==> src/rtl/seq_pkg.sv <==
// Shared definitions for the two-1s serial pattern transmitter and detector.
// The FSM encoding and the pair-counter width helper live here.
package seq_pkg;

  typedef enum logic [1:0] {
    IDLE  = 2'd0,
    SHIFT = 2'd1,
    DONE  = 2'd2
  } state_t;

  // Width that holds 0..w/2 non-overlapping pairs.
  function automatic int unsigned pairs_w(input int unsigned w);
    return $clog2(w / 2 + 1);
  endfunction

endpackage

==> src/rtl/pair_tracker.sv <==
// Counts non-overlapping "11" pairs in a serial bit stream, one bit per enabled cycle.
// A pair consumes both of its bits, so 1111 counts two and 111 counts one.
module pair_tracker #(
  parameter int unsigned CW = 3
) (
  input  logic          ck,
  input  logic          r,
  input  logic          clear,
  input  logic          enable,
  input  logic          data_bit,
  output logic [CW-1:0] count,
  output logic          flag
);

  always_ff @(posedge ck or posedge r) begin
    if (r) begin
      count <= '0;
      flag  <= 1'b0;
    end else if (clear) begin
      count <= '0;
      flag  <= 1'b0;
    end else if (enable) begin
      if (data_bit && flag) begin
        count <= count + CW'(1);
        flag  <= 1'b0;
      end else begin
        flag  <= data_bit;
      end
    end
  end

endmodule

==> src/rtl/serial_pattern_tx.sv <==
// Serial word transmitter: shifts a loaded word out MSB-first, framed by a 0-bit DONE cycle,
// and reports how many non-overlapping "11" pairs the word contained.
module serial_pattern_tx
  import seq_pkg::*;
#(
  parameter int unsigned WIDTH = 8
) (
  input  logic                       ck,
  input  logic                       r,
  input  logic                       load,
  input  logic [WIDTH-1:0]           data,
  output logic                       ready,
  output logic                       out,
  output logic                       valid,
  output logic                       done,
  output logic [pairs_w(WIDTH)-1:0]  pairs
);

  localparam int unsigned CW = $clog2(WIDTH);
  localparam int unsigned PW = pairs_w(WIDTH);

  state_t           state;
  logic [WIDTH-1:0] sreg;
  logic [CW-1:0]    cnt;
  logic             accept;
  logic             flag_unused;

  // ready is high exactly in IDLE, so it doubles as the load qualifier.
  assign accept = ready & load;

  // The shift register drains to zero by the end of a word, so its MSB is 0 outside SHIFT.
  assign out = sreg[WIDTH-1];

  always_ff @(posedge ck or posedge r) begin
    if (r) begin
      state <= IDLE;
      sreg  <= '0;
      cnt   <= '0;
      ready <= 1'b1;
      valid <= 1'b0;
      done  <= 1'b0;
    end else begin
      case (state)
        IDLE: begin
          if (accept) begin
            sreg  <= data;
            cnt   <= '0;
            state <= SHIFT;
            ready <= 1'b0;
            valid <= 1'b1;
          end
        end
        SHIFT: begin
          sreg <= {sreg[WIDTH-2:0], 1'b0};
          cnt  <= cnt + CW'(1);
          if (cnt == CW'(WIDTH - 1)) begin
            state <= DONE;
            valid <= 1'b0;
            done  <= 1'b1;
          end
        end
        DONE: begin
          state <= IDLE;
          done  <= 1'b0;
          ready <= 1'b1;
        end
        default: begin
          state <= IDLE;
          sreg  <= '0;
          ready <= 1'b1;
          valid <= 1'b0;
          done  <= 1'b0;
        end
      endcase
    end
  end

  pair_tracker #(
    .CW (PW)
  ) u_pair_tracker (
    .ck       (ck),
    .r        (r),
    .clear    (accept),
    .enable   (valid),
    .data_bit (out),
    .count    (pairs),
    .flag     (flag_unused)
  );

endmodule

==> config.mk <==
export PLATFORM = sky130hd
export DESIGN_NAME = serial_pattern_tx
export DESIGN_NICKNAME = d
export VERILOG_FILES = /design/src/rtl/seq_pkg.sv /design/src/rtl/pair_tracker.sv /design/src/rtl/serial_pattern_tx.sv
export SDC_FILE = /design/constraint.sdc
export NUM_CORES = 1
export LEC_CHECK = 0
export ABC_CLOCK_PERIOD_IN_PS = 1210
export BUFFER_PORTS_ARGS = -buffer_cell sky130_fd_sc_hd__buf_2
export CAP_MARGIN = 40
export CORE_MARGIN = 4
export CORE_UTILIZATION = 50
export CTS_BUF_LIST = sky130_fd_sc_hd__clkbuf_8
export CTS_CLUSTER_SIZE = 16
export DETAILED_ROUTE_END_ITERATION = 6
export PLACE_DENSITY = 0.84
export SETUP_SLACK_MARGIN = 0.1
export SLEW_MARGIN = 20
export SYNTH_ARGS = -nofsm -noshare
export SYNTH_HDL_FRONTEND = slang
export SYNTH_SLANG_ARGS = --single-unit
==> constraint.sdc <==
create_clock -name ck -period 1.21 [get_ports ck]
set_clock_uncertainty 0.2 [all_clocks]
set_input_delay 0 -clock ck [delete_from_list [all_inputs] [get_ports ck]]
set_output_delay 0 -clock ck [all_outputs]
set_load 0.01 [all_outputs]
Word-level counts from Yosys, hierarchy flattened
Index checks and enable logic that the tools add are counted.
- register bits after elaboration: 20
- input port bits: 11
- $add $sub $neg: 2
- eq/ne operators: 5
- muxes and demuxes: 20
- bitwise logic cells: 4
- reduce and logical (&&, ||, !) cells: 12
- operators by type and width (kind ; number):
    one-hot mux 8 bit (3 select lines) ; 1
    2-to-1 mux 3 bit ; 4
    AND reduction 2 bit ; 6
    2-to-1 mux 8 bit ; 1
    2-to-1 mux 1 bit ; 7
    adder 3 x 1 -> 3 bit (second input constant) ; 2
    one-hot mux 3 bit (2 select lines) ; 1
    nonzero test 2 bit ; 3
    2-to-1 mux 2 bit ; 2
    inequality test 2 bit (second input constant) ; 2
    one-hot mux 1 bit (2 select lines) ; 2
    one-hot mux 2 bit (2 select lines) ; 1
    == test 3 bit (second input constant) ; 1
    inverter 1 bit ; 3
    one-hot mux 1 bit (3 select lines) ; 1
    AND reduction 3 bit ; 1
    == test 2 x 1 -> 1 bit (second input constant) ; 1
    == test 2 bit (second input constant) ; 1
    logical NOT 2 bit ; 1
    AND 1 bit ; 1
    logical AND 1 bit ; 1

Logic depth before layout (Yosys ltp)
- depth after elaboration: 4
- depth in mapped cells: 5

Modules after synthesis
A second synthesis with hierarchy kept.
- cells, all modules: 85
- area total of the unflattened synthesis: 977.2 µm²
- modules (own cells, without submodules) (module ; instances ; cells an instance ; area each (µm²) ; sequential area each (µm²)):
    serial_pattern_tx ; 1 ; 65 ; 755.7 ; 401.6
    pair_tracker ; 1 ; 20 ; 221.5 ; 100.1

Least setup slack after synthesis
OpenSTA, ideal clock, no wires.
- path type: reg-to-reg
- from: register ready
- to: register cnt[0]
- setup time: 125 ps
- arrival: 1058 ps
- required time: 885 ps
- setup slack: -173 ps
- cell stages (with the launch flop): 4
- buffers on the path: 0
- cells stage by stage: dfstp_2 -> and2_4 -> o21ai_1 -> mux2_2
- word-level cells in the longest chain between the ends: 3
- ends and longest elaborated chain (what ; RTL line ; RTL):
    start: declaration ; serial_pattern_tx.sv:12 ; output logic ready,
    start signal: assignment ; serial_pattern_tx.sv:39 ; ready <= 1'b1;
    start signal: assignment ; serial_pattern_tx.sv:49 ; ready <= 1'b0;
    start signal: assignment ; serial_pattern_tx.sv:65 ; ready <= 1'b1;
    AND 1 bit ; serial_pattern_tx.sv:29 ; assign accept = ready & load;
    inequality test 2 bit (no line) ; - ;
    AND reduction 2 bit (no line) ; - ;
    end signal: assignment ; serial_pattern_tx.sv:55 ; cnt <= cnt + CW'(1);
    end: declaration ; serial_pattern_tx.sv:24 ; logic [CW-1:0] cnt;
Every way passes these cells.
A chain may end at the register's enable or synchronous reset.

Final worst setup path
- from: register ready
- to: register sreg[6]
- word-level cells in the longest chain between the ends: 3
- ends and longest elaborated chain (what ; RTL line ; RTL):
    AND 1 bit ; serial_pattern_tx.sv:29 ;
    inequality test 2 bit (no line) ; - ;
    AND reduction 2 bit (no line) ; - ;
    end signal: assignment ; serial_pattern_tx.sv:46 ; sreg <= data;
    end signal: assignment ; serial_pattern_tx.sv:54 ; sreg <= {sreg[WIDTH-2:0], 1'b0};
    end: declaration ; serial_pattern_tx.sv:23 ; logic [WIDTH-1:0] sreg;
Every way passes these cells.

==> flow_metrics.tcl <==
set metrics [dict create \
    synth_cell_types 29 \
    critPathKind "reg2reg" \
    nets 140 \
    diodes 0 \
    place.gp.congestion 0.7808 \
    mostFrequentLayoutCells "dfrtp_1 (19), buf_2 (15), buf_4 (13), dlygate4sd3_1 (9), mux2i_1 (6)" \
    die_area_um2 2679 \
    crit_family "flip-flops" \
    p_seq_share_pct 36.1 \
    drv_cap 0 \
    crit_arrival_ns 1.33 \
    cts.htree.levels 1 \
    hold_path.class "in2reg" \
    die_x_um 51.76 \
    critPathMaxFanout 5 \
    crit_slowest_cell "dfstp_2" \
    initial_core_util_pct 54.26 \
    drc 0 \
    path_clk_slew_ns 0.07 \
    grt_use_total_pct 20.05 \
    endpoint_kind "register" \
    fin_crit_ns 1.388 \
    yosysSeqAreaShare_pct 52.42 \
    cp_cell_sequence "buf_6, nand3b_4, mux2i_1, o21ai_1" \
    hold-worst-slack_ns -0.03664 \
    drt_iter0_markers 7 \
    cts_buffers 3 \
    slew_headroom_pct 81.43 \
    syn_to_final_growth_pct 47.32 \
    cts_tree "done" \
    viasPerCell 5.233 \
    antenna_found_initial 0 \
    cts-root-buf "clkbuf_8" \
    cp_slowest_stage_delay_ns 0.56 \
    required_ns 1.16 \
    setup_viol 19 \
    dieHeight_um 51.76 \
    hpwl_mm 1.471 \
    power.leakage_nw 0.7146 \
    internal_power_mw 2.055 \
    ios 18 \
    ir_drop_uv 1701 \
    post-place-ws_ns -0.1639 \
    synth_cells 82 \
    grt_pass1_vias 851 \
    period_share_pct 114.7 \
    ys_ff_latch 20 \
    pwr-share-clk_pct 16.1 \
    switching_share_pct 35.59 \
    yosys_warnings 0 \
    power.density_nw_per_um2 2263 \
    drive_above_1_share_pct 44.00 \
    dp_cells 133 \
    port_buffers 17 \
    fillers 119 \
    wirelength_mm 2.366 \
    grt-ovfl-total 0 \
    clk_path_buf_depth 2 \
    hold_buffers 9 \
    ant_nets 0 \
    via_count 785 \
    clkLatencyLatePin_ns 0.26 \
    hold_viol 1 \
    rows 15 \
    rsz0062_at_grt "true" \
    dr.pass1.iters 4 \
    core_area_um2 1764 \
    worst-path-buf-inv 1 \
    postSynthAreaPerCell_um2 11.67 \
    fmax_ghz 0.7205 \
    synthesis.area_um2 957.2 \
    worst-r2r-setup-slack_ns -0.18 \
    grt_max_degree 16 \
    worst_pin_slew_ns 0.2783 \
    combPwrFrac_pct 47.9 \
    grt_pass1_wl_mm 3.843 \
    postLayoutSetupSlackWorst_ns -0.1780 \
    outcome "finished, violations left" \
    cp-start-kind "register" \
    syn_nets 96 \
    post_drt_wl_per_cell_um 15.77 \
    finalNonFillerCells 150 \
    setup_tns_ns -2.219 \
    violations "hold timing, setup timing" \
    p_switching_mw 1.136 \
    utilization_pct 79.93 \
    drv_slew 0 \
    final_common_cell "dfrtp_1" \
    cts_sinks 20 \
]
## logic make-up (layout without fill, tap and decap cells)
kind of cell             count (synthesis)  count (layout)  synth area share [%]
adder cells (fa/ha/maj)                  3               3                 3.922
XOR/XNOR                                 2               2                 1.830
flip-flops                              20              20                 52.42
multiplexers                             7               7                 7.451
buffers and inverters                    8              51                 5.097
AND/OR/NAND/NOR                         22              22                 13.99
AO/OA/AOI/OAI                           20              20                 15.29
## final timing paths
check | start | to | cells past startpoint
max | ready | sreg[6] | 4
min in group asynchronous | r | u_pair_tracker.count[1] | 3
min reg2reg | done | done | 1
max reg2reg | ready | sreg[6] | 4
max in group asynchronous | r | ready | 4
min | load | valid | 3
## state kept, by name, indices dropped and copies added (netlist names)
| register | flops |
|---|---|
| cnt | 3 |
| done | 1 |
| ready | 1 |
| sreg | 8 |
| state | 2 |
| u_pair_tracker.count | 3 |
| u_pair_tracker.flag | 1 |
| valid | 1 |
## area by class of cell
type | count | area, um2 | area share, %
Clock buffer | 4 | 55.05 | 3.904
Inverter | 4 | 15.01 | 1.065
Multi-Input combinational cell | 54 | 467.9 | 33.19
Sequential cell | 20 | 501.7 | 35.58
Tap cell | 25 | 31.28 | 2.218
Timing Repair Buffer | 43 | 339.1 | 24.05
## power groups by stage
stage,registers [mW],clock network (mW),logic (mW)
2_1_floorplan,1.15,0,0.755
3_3_place_gp,1.11,0,1.13
3_5_place_dp,1.13,0,1.20
4_1_cts,1.13,0.514,1.44
5_1_grt,1.18,0.577,1.63
6_report,1.15,0.513,1.53
## stage by stage
| step | power [mW] | instance area (um2) |
|---|---|---|
| floorplan | 1.907 | 973.4 |
| global placement | 2.243 | 1162 |
| detailed placement | 2.333 | 1162 |
| CTS | 3.093 | 1391 |
| global route | 3.394 | 1410 |
| finish | 3.191 | 1410 |
## Yosys cell counts
library cell	n	area, um2
a21o_1	1	7.510
a21oi_1	1	5.000
a21oi_4	1	16.27
a22o_1	2	17.52
a22oi_1	4	30.03
and2_1	1	6.260
and2_4	1	8.760
buf_4	3	22.52
buf_6	1	11.26
dfrtp_1	19	475.5
dfstp_2	1	26.28
ha_1	3	37.54
inv_1	3	11.26
inv_2	1	3.750
mux2_2	1	11.26
mux2i_1	6	60.06
nand2_1	3	11.26
nand2b_1	1	6.260
nand3_1	3	15.01
nand3b_1	1	7.510
nand3b_4	1	20.02
nand4_1	1	6.260
nor2_1	5	18.77
nor2b_1	4	25.02
nor2b_2	1	8.760
o21ai_0	6	30.03
o21ai_1	1	5.000
o2bb2ai_1	4	35.03
xor2_1	2	17.52
## what timing repair did
item | 4_1_cts | 5_1_grt
setup endpoints to repair | 21 | 23
resized for setup | 13 | 2
hold endpoints to repair | 29 | 1
setup buffers | 3 | 3
pin swaps | 6 | 4
## tightest hold or removal path: stages
cell and delay, ns:
buf_2 0.13, nand3b_4 0.13, o21ai_0 0.11
## routing by layer
metal	vias up	global-route usage, %	part of all wire [%]	routed length, um
met4	0	9.607	1.9	45
met5	-	0	0	0
li1	374	-	-	-
met2	17	34.53	52	1232
met3	5	4.011	3.0	71
met1	389	23.71	43	1015
(Power assumes the default switching activity.)
